===== src/rtl/vend_pkg.sv =====
`default_nettype none
// ============================================================================
//  Module   : vend_pkg
//  Purpose  : Shared coin encodings, coin value table and controller state
//             encoding for the vending change sequencer.
//  Revision : 1.0 - initial release
// ============================================================================
package vend_pkg;

  // Coin codes as seen on CoinCode / ChangeCoin
  localparam logic [1:0] c_COIN_5   = 2'b00;
  localparam logic [1:0] c_COIN_10  = 2'b01;
  localparam logic [1:0] c_COIN_50  = 2'b10;
  localparam logic [1:0] c_COIN_100 = 2'b11;

  // Coin values in cents
  localparam logic [7:0] c_CENTS_5   = 8'd5;
  localparam logic [7:0] c_CENTS_10  = 8'd10;
  localparam logic [7:0] c_CENTS_50  = 8'd50;
  localparam logic [7:0] c_CENTS_100 = 8'd100;

  // Controller states, explicitly encoded
  typedef enum logic [2:0] {
    ST_OFF      = 3'd0,
    ST_IDLE     = 3'd1,
    ST_PAYING   = 3'd2,
    ST_VEND     = 3'd3,
    ST_CHG_SEL  = 3'd4,
    ST_CHG_WAIT = 3'd5,
    ST_FAULT    = 3'd6
  } state_t;

  // Coin code to value in cents
  function automatic logic [7:0] coin_value(input logic [1:0] code);
    logic [7:0] v;
    case (code)
      c_COIN_5:   v = c_CENTS_5;
      c_COIN_10:  v = c_CENTS_10;
      c_COIN_50:  v = c_CENTS_50;
      default:    v = c_CENTS_100;
    endcase
    return v;
  endfunction

endpackage
`default_nettype wire


===== src/rtl/vend_hopper_timer.sv =====
`default_nettype none
// ============================================================================
//  Module   : vend_hopper_timer
//  Purpose  : Hopper acknowledge watchdog. Counts enabled cycles after a
//             clear and flags expiry once HOP_TIMEOUT cycles have elapsed.
//  Revision : 1.0 - initial release
// ============================================================================
module vend_hopper_timer #(
  parameter int HOP_TIMEOUT = 1000
) (
  input  logic CLK,
  input  logic RST_N,
  input  logic i_clr,
  input  logic i_en,
  output logic o_expired
);

  localparam int                 c_CNT_W = $clog2(HOP_TIMEOUT + 1);
  localparam logic [c_CNT_W-1:0] c_LIMIT = c_CNT_W'(HOP_TIMEOUT);

  logic [c_CNT_W-1:0] r_cnt;

  // Count while enabled, holding at the limit so expiry stays asserted
  always_ff @(posedge CLK or negedge RST_N) begin
    if (!RST_N) begin
      r_cnt <= '0;
    end else if (i_clr) begin
      r_cnt <= '0;
    end else if (i_en && (r_cnt != c_LIMIT)) begin
      r_cnt <= r_cnt + 1'b1;
    end
  end

  assign o_expired = (r_cnt == c_LIMIT);

endmodule
`default_nettype wire


===== src/rtl/vend_change_sequencer.sv =====
`default_nettype none
// ============================================================================
//  Module   : vend_change_sequencer
//  Purpose  : Vending credit controller. Accumulates coin credit, issues the
//             vend pulse, then pays change or refunds one coin at a time
//             through a req/ack handshake with the coin hopper.
//  Revision : 1.0 - initial release
// ============================================================================
module vend_change_sequencer #(
  parameter logic [7:0] PRICE       = 8'd125,
  parameter int         CREDIT_W    = 8,
  parameter int         HOP_TIMEOUT = 1000
) (
  input  logic                CLK,
  input  logic                RST_N,
  input  logic                Enable,
  input  logic                CoinValid,
  input  logic [1:0]          CoinCode,
  input  logic                Cancel,
  input  logic                ChangeAck,
  output logic                Deliver,
  output logic                CoinReject,
  output logic [CREDIT_W-1:0] Credit,
  output logic                ChangeReq,
  output logic [1:0]          ChangeCoin,
  output logic                Busy,
  output logic                Fault
);

  import vend_pkg::*;

  localparam logic [CREDIT_W-1:0] c_PRICE      = CREDIT_W'(PRICE);
  localparam logic [CREDIT_W:0]   c_CREDIT_MAX = {1'b0, {CREDIT_W{1'b1}}};
  localparam logic [CREDIT_W-1:0] c_CREDIT_10  = CREDIT_W'(c_CENTS_10);
  localparam logic [CREDIT_W-1:0] c_CREDIT_50  = CREDIT_W'(c_CENTS_50);
  localparam logic [CREDIT_W-1:0] c_CREDIT_100 = CREDIT_W'(c_CENTS_100);

  state_t              r_state;
  logic [CREDIT_W-1:0] r_credit;
  logic                r_deliver;
  logic                r_coin_reject;
  logic                r_change_req;
  logic [1:0]          r_change_coin;
  logic                r_busy;
  logic                r_fault;

  logic [CREDIT_W-1:0] w_coin_in_val;
  logic [CREDIT_W-1:0] w_chg_val;
  logic [CREDIT_W:0]   w_credit_sum;
  logic                w_coin_fits;
  logic [1:0]          w_greedy_code;
  logic                w_tmr_clr;
  logic                w_tmr_en;
  logic                w_tmr_expired;

  // One extra bit on the sum so saturation is detected without wrap
  assign w_coin_in_val = CREDIT_W'(coin_value(CoinCode));
  assign w_chg_val     = CREDIT_W'(coin_value(r_change_coin));
  assign w_credit_sum  = {1'b0, r_credit} + {1'b0, w_coin_in_val};
  assign w_coin_fits   = (w_credit_sum <= c_CREDIT_MAX);

  // Greedy change: largest denomination not exceeding the remaining credit
  always_comb begin
    w_greedy_code = c_COIN_5;
    if (r_credit >= c_CREDIT_100) begin
      w_greedy_code = c_COIN_100;
    end else if (r_credit >= c_CREDIT_50) begin
      w_greedy_code = c_COIN_50;
    end else if (r_credit >= c_CREDIT_10) begin
      w_greedy_code = c_COIN_10;
    end
  end

  // Timer is held clear outside CHG_WAIT, so every wait starts from zero
  assign w_tmr_clr = (r_state != ST_CHG_WAIT);
  assign w_tmr_en  = (r_state == ST_CHG_WAIT);

  vend_hopper_timer #(
    .HOP_TIMEOUT (HOP_TIMEOUT)
  ) u_hopper_timer (
    .CLK       (CLK),
    .RST_N     (RST_N),
    .i_clr     (w_tmr_clr),
    .i_en      (w_tmr_en),
    .o_expired (w_tmr_expired)
  );

  // Controller state, credit register and all registered outputs
  always_ff @(posedge CLK or negedge RST_N) begin
    if (!RST_N) begin
      r_state       <= ST_OFF;
      r_credit      <= '0;
      r_deliver     <= 1'b0;
      r_coin_reject <= 1'b0;
      r_change_req  <= 1'b0;
      r_change_coin <= c_COIN_5;
      r_busy        <= 1'b0;
      r_fault       <= 1'b0;
    end else begin
      r_deliver     <= 1'b0;
      r_coin_reject <= 1'b0;
      case (r_state)
        ST_OFF: begin
          r_coin_reject <= CoinValid;
          if (Enable) begin
            r_state <= ST_IDLE;
          end
        end

        ST_IDLE: begin
          if (!Enable) begin
            r_coin_reject <= CoinValid;
            r_state       <= ST_OFF;
          end else if (CoinValid) begin
            if (w_coin_fits) begin
              r_credit <= w_credit_sum[CREDIT_W-1:0];
              r_state  <= ST_PAYING;
            end else begin
              r_coin_reject <= 1'b1;
            end
          end
        end

        ST_PAYING: begin
          // Enough credit: vend now, any coin landing this cycle goes back
          if (r_credit >= c_PRICE) begin
            r_coin_reject <= CoinValid;
            r_deliver     <= 1'b1;
            r_busy        <= 1'b1;
            r_state       <= ST_VEND;
          end else if (Cancel || !Enable) begin
            r_coin_reject <= CoinValid;
            if (r_credit == '0) begin
              r_state <= Enable ? ST_IDLE : ST_OFF;
            end else begin
              r_busy  <= 1'b1;
              r_state <= ST_CHG_SEL;
            end
          end else if (CoinValid) begin
            if (w_coin_fits) begin
              r_credit <= w_credit_sum[CREDIT_W-1:0];
            end else begin
              r_coin_reject <= 1'b1;
            end
          end
        end

        ST_VEND: begin
          r_coin_reject <= CoinValid;
          r_credit      <= r_credit - c_PRICE;
          if (r_credit != c_PRICE) begin
            r_state <= ST_CHG_SEL;
          end else begin
            r_busy  <= 1'b0;
            r_state <= ST_IDLE;
          end
        end

        ST_CHG_SEL: begin
          r_coin_reject <= CoinValid;
          if (r_credit == '0) begin
            r_busy  <= 1'b0;
            r_state <= Enable ? ST_IDLE : ST_OFF;
          end else begin
            r_change_coin <= w_greedy_code;
            r_change_req  <= 1'b1;
            r_state       <= ST_CHG_WAIT;
          end
        end

        ST_CHG_WAIT: begin
          r_coin_reject <= CoinValid;
          if (ChangeAck) begin
            r_change_req <= 1'b0;
            r_credit     <= r_credit - w_chg_val;
            r_state      <= ST_CHG_SEL;
          end else if (w_tmr_expired) begin
            r_change_req <= 1'b0;
            r_busy       <= 1'b0;
            r_fault      <= 1'b1;
            r_state      <= ST_FAULT;
          end
        end

        ST_FAULT: begin
          r_coin_reject <= CoinValid;
        end

        default: begin
          r_state <= ST_OFF;
        end
      endcase
    end
  end

  assign Deliver    = r_deliver;
  assign CoinReject = r_coin_reject;
  assign Credit     = r_credit;
  assign ChangeReq  = r_change_req;
  assign ChangeCoin = r_change_coin;
  assign Busy       = r_busy;
  assign Fault      = r_fault;

endmodule
`default_nettype wire


===== config.mk =====
export PLATFORM = sky130hd
export DESIGN_NAME = vend_change_sequencer
export DESIGN_NICKNAME = d
export VERILOG_FILES = /design/src/rtl/vend_pkg.sv /design/src/rtl/vend_hopper_timer.sv /design/src/rtl/vend_change_sequencer.sv
export SDC_FILE = /design/constraint.sdc
export NUM_CORES = 1
export LEC_CHECK = 0
export ABC_CLOCK_PERIOD_IN_PS = 5700
export CAP_MARGIN = 40
export CORE_ASPECT_RATIO = 1.75
export CORE_UTILIZATION = 40
export CTS_CLUSTER_SIZE = 40
export DETAILED_ROUTE_END_ITERATION = 12
export HOLD_SLACK_MARGIN = 0.12
export PLACE_DENSITY_LB_ADDON = 0.05
export SYNTH_ARGS = -nofsm -noshare
export SYNTH_HDL_FRONTEND = slang
export SYNTH_SLANG_ARGS = --single-unit

===== constraint.sdc =====
create_clock -name CLK -period 5.7 [get_ports CLK]
set_input_delay 1.425 -clock CLK [delete_from_list [all_inputs] [get_ports CLK]]
set_output_delay 1.425 -clock CLK [all_outputs]
set_load 0.03 [all_outputs]

==> flow_summary.rst <==
.. list-table::
   :header-rows: 1

   * - Metric
     - Value
   * - Outcome
     - complete, no violations
   * - DR iter-0 viols
     - 154
   * - Worst min-delay path category
     - register to register
   * - Highest clock rate
     - 0.237 GHz
   * - Max IR drop VDD
     - between 0.0004 and 0.0005 V
   * - Gate count after technology mapping
     - approximately 300
   * - Total congestion overflow
     - 0
   * - Number of resized instances in the post-cts repair step
     - 0
   * - Share of the cycle needed by the critical path after routing
     - 0.739
   * - First drt pass iteration count
     - 4
   * - Slack of the worst reg-to-reg path
     - about 2.8 ns
   * - Critical path class
     - input pin to register
   * - Netlist cell types
     - 56
   * - Critical Path AT
     - 4.39 ns
   * - Prevailing post-synth register cell
     - sky130_fd_sc_hd__dfrtp_1
   * - Timing startpoint of the critical path
     - CoinCode[0]
   * - Fraction of final layout cells with drive strength greater than 1
     - 0.0473
   * - Setup-failing EPs final
     - 0
   * - Accumulated negative setup slack
     - 0 ns
   * - Minimum hold slack
     - 0.498 ns
   * - Overall routing resource usage
     - 0.218
   * - Flip-flop and latch count after synthesis
     - 28
   * - Clock-pin slew reported for the worst setup and hold paths after clock tree synthesis
     - 0.10 ns
   * - Number of global-route vias before repair
     - between 2000 and 2500
   * - X dimension of the die
     - 62.4 um
   * - Largest fanout on the critical path
     - 12
   * - Reg-to-Reg Start
     - Credit[0]
   * - Avg Synthesized Cell Area
     - 8.44 um^2
   * - Starting Density
     - 0.414
   * - Cell Rows
     - 38
   * - Number of remaining DRC errors
     - 0
   * - Setup Skew
     - 0.00430 ns
   * - Launch instance of the worst min-delay path
     - Fault
   * - Largest net degree at the start of global routing
     - 29
   * - Htree depth
     - 1
   * - Hold buffers post-CTS
     - 0
   * - Post-route minimum period
     - 4.21 ns
   * - Antenna violations before repair
     - 0
   * - HPWL after detailed placement
     - 5120 um
   * - Overall routed net length
     - between 6000 and 7000 um
   * - Warning count from the yosys run
     - 0
   * - Root buf cell
     - sky130_fd_sc_hd__clkbuf_8
   * - Clk Latency, worst-skew pair
     - 0.28 ns
   * - Leading cell types in the layout, fill and taps excluded
     - 33 x sky130_fd_sc_hd__nor2_1, 28 x sky130_fd_sc_hd__dfrtp_1, 28 x sky130_fd_sc_hd__ha_1
   * - Leakage power figure
     - 0.00127 uW
   * - Layout net count
     - 356
   * - Cell Pwr Density
     - 580 mW/mm^2
   * - Number of endpoints with negative hold slack in the final report
     - 0
   * - Die extent in y
     - 108 um
   * - CTS tree
     - yes
   * - Most common cell after layout, fill and taps aside
     - sky130_fd_sc_hd__nor2_1
   * - Max_cap viols
     - 0
   * - Syn Std Cell Area
     - 0.00256 mm^2
   * - Share of synthesized area occupied by flip-flops and latches
     - 0.274
   * - Setup crit end kind
     - register
   * - Area Overhead vs Synth
     - 13.1%
   * - Setup repair after global routing missed its margin
     - no
   * - Startpoint type of the worst setup path
     - input pin
   * - Weighted congestion at the end of routability-driven global placement
     - a little under 0.9
   * - Transition time at the pin with the least slew margin
     - 0.695 ns
   * - Hold Path End
     - Fault
   * - Antenna Nets Post-Route
     - 0
   * - Total number of vias
     - 2256
   * - Worst Reg2Reg Path Length in Cells
     - 8
   * - Per-cell via count in the routed design
     - between 5 and 6
   * - Number of diodes
     - 0
   * - Number of setup buffers added after CTS
     - 0
   * - Net Count, Synth
     - 341
   * - Placeable core area
     - a little over 0.006 mm^2
   * - Number of buffers between clock root and the deepest sink
     - 2
   * - Hold Path Cell Cnt
     - 2
   * - Count of boundary I/O pins
     - 23
   * - Data required time of the critical path
     - 5.88 ns
   * - # port buffers
     - 22
   * - Number of buffers added by the clock tree synthesis step
     - 3
   * - Fin. max-slew vios
     - 0
   * - Relative slew margins
     - 0.537
   * - Die area
     - 0.00673 mm^2
   * - Number of flops mapped to enable cells by yosys
     - 0
   * - Routed wirelength normalized by instance count
     - around 17 um
   * - First-pass GRT wire length
     - 11400 um
   * - Fraction of registers with async set or reset after synthesis
     - 1.00
   * - Sink count of the clock tree
     - 28
   * - Endpoint of the most critical register-to-register path
     - Credit[6]
-- worst max path at each step --
stage,slack [ns],cells after the start,end
final,1.49,11,Credit[6]
after global routing,1.31,11,Credit[6]
after CTS,1.51,11,Credit[6]
after detailed placement,1.20,11,Credit[6]
after global placement,1.26,11,Credit[6]
after floorplan,2.09,10,Credit[1]
-- critical path: stages --
cell,delay [ns]
sky130_fd_sc_hd__clkdlybuf4s50_1,0.51
sky130_fd_sc_hd__inv_1,0.08
sky130_fd_sc_hd__ha_1,0.20
sky130_fd_sc_hd__ha_1,0.21
sky130_fd_sc_hd__fa_1,0.43
sky130_fd_sc_hd__a211o_1,0.28
sky130_fd_sc_hd__o211ai_1,0.13
sky130_fd_sc_hd__a22oi_1,0.15
sky130_fd_sc_hd__a211o_1,0.48
sky130_fd_sc_hd__inv_1,0.16
sky130_fd_sc_hd__mux2_2,0.34
-- flip-flops by register name, indices dropped and copies added (netlist names) --
register / flops
r_state: 3
Busy: 1
CoinReject: 1
Deliver: 1
u_hopper_timer.r_cnt: 10
ChangeReq: 1
ChangeCoin: 2
Fault: 1
Credit: 8
-- kinds of logic (layout without fill, tap and decap cells) --
group                    Yosys count  in the layout  synth area share
AND/OR/NAND/NOR                  105            105             0.205
AO/OA/AOI/OAI                     82             82             0.225
buffers and inverters             34             48            0.0563
adder cells (fa/ha/maj)           30             30             0.153
flip-flops                        28             28             0.274
XOR/XNOR                          21             21            0.0720
multiplexers                       3              3            0.0147
-- synth_stat cells (4+ instances only) --
cell	number	area [um^2]
sky130_fd_sc_hd__nand4_1	4	25.0
sky130_fd_sc_hd__nor2b_1	6	37.5
sky130_fd_sc_hd__nand3_1	10	50.1
sky130_fd_sc_hd__dfrtp_1	28	701
sky130_fd_sc_hd__o21ai_0	21	105
sky130_fd_sc_hd__nor3_1	10	50.1
sky130_fd_sc_hd__clkbuf_1	4	15.0
sky130_fd_sc_hd__xor2_1	12	105
sky130_fd_sc_hd__inv_1	21	78.8
sky130_fd_sc_hd__a21oi_1	16	80.1
sky130_fd_sc_hd__xnor2_1	9	78.8
sky130_fd_sc_hd__nand2_1	20	75.1
sky130_fd_sc_hd__ha_1	28	350
sky130_fd_sc_hd__buf_2	7	35.0
sky130_fd_sc_hd__o31ai_1	5	37.5
sky130_fd_sc_hd__nor2_1	33	124
sky130_fd_sc_hd__a21o_1	6	45.0
-- routing by layer --
layer	routed length (um)	vias to the layer above	global-route usage
met3	211	16	0.0180
met5	0	-	0
met2	3620	62	0.403
met4	272	0	0.105
li1	-	1114	-
met1	2670	1064	0.246
-- layout make-up --
type / count / area, um^2
Clock buffer: 3 / 41.3
Tap cell: 80 / 100
Timing Repair Buffer: 23 / 228
Fill cell: 625 / 3290
Clock inverter: 1 / 30.0
Inverter: 21 / 78.8
Multi-Input combinational cell: 241 / 1710
Sequential cell: 28 / 701
-- power breakdown --
group / internal, uW / switching, uW
logic: 481 / 621
registers: 251 / 160
clock network: 94.2 / 67.8
total: 827 / 849
-- per-stage QoR --
stage / std cells / util / area [um^2] / setup slack, ns / power, uW
6_report: 397 / 0.468 / 2890 / 1.49 / 1680
5_1_grt: 397 / 0.468 / 2890 / 1.31 / 1820
4_1_cts: 397 / 0.468 / 2890 / 1.51 / 1690
3_5_place_dp: 393 / 0.456 / 2820 / 1.20 / 1520
3_3_place_gp: 393 / 0.456 / 2820 / 1.26 / 1520
2_1_floorplan: 303 / - / 2560 / 2.09 / 1200
Note: power is estimated with default switching activity, not from simulation.
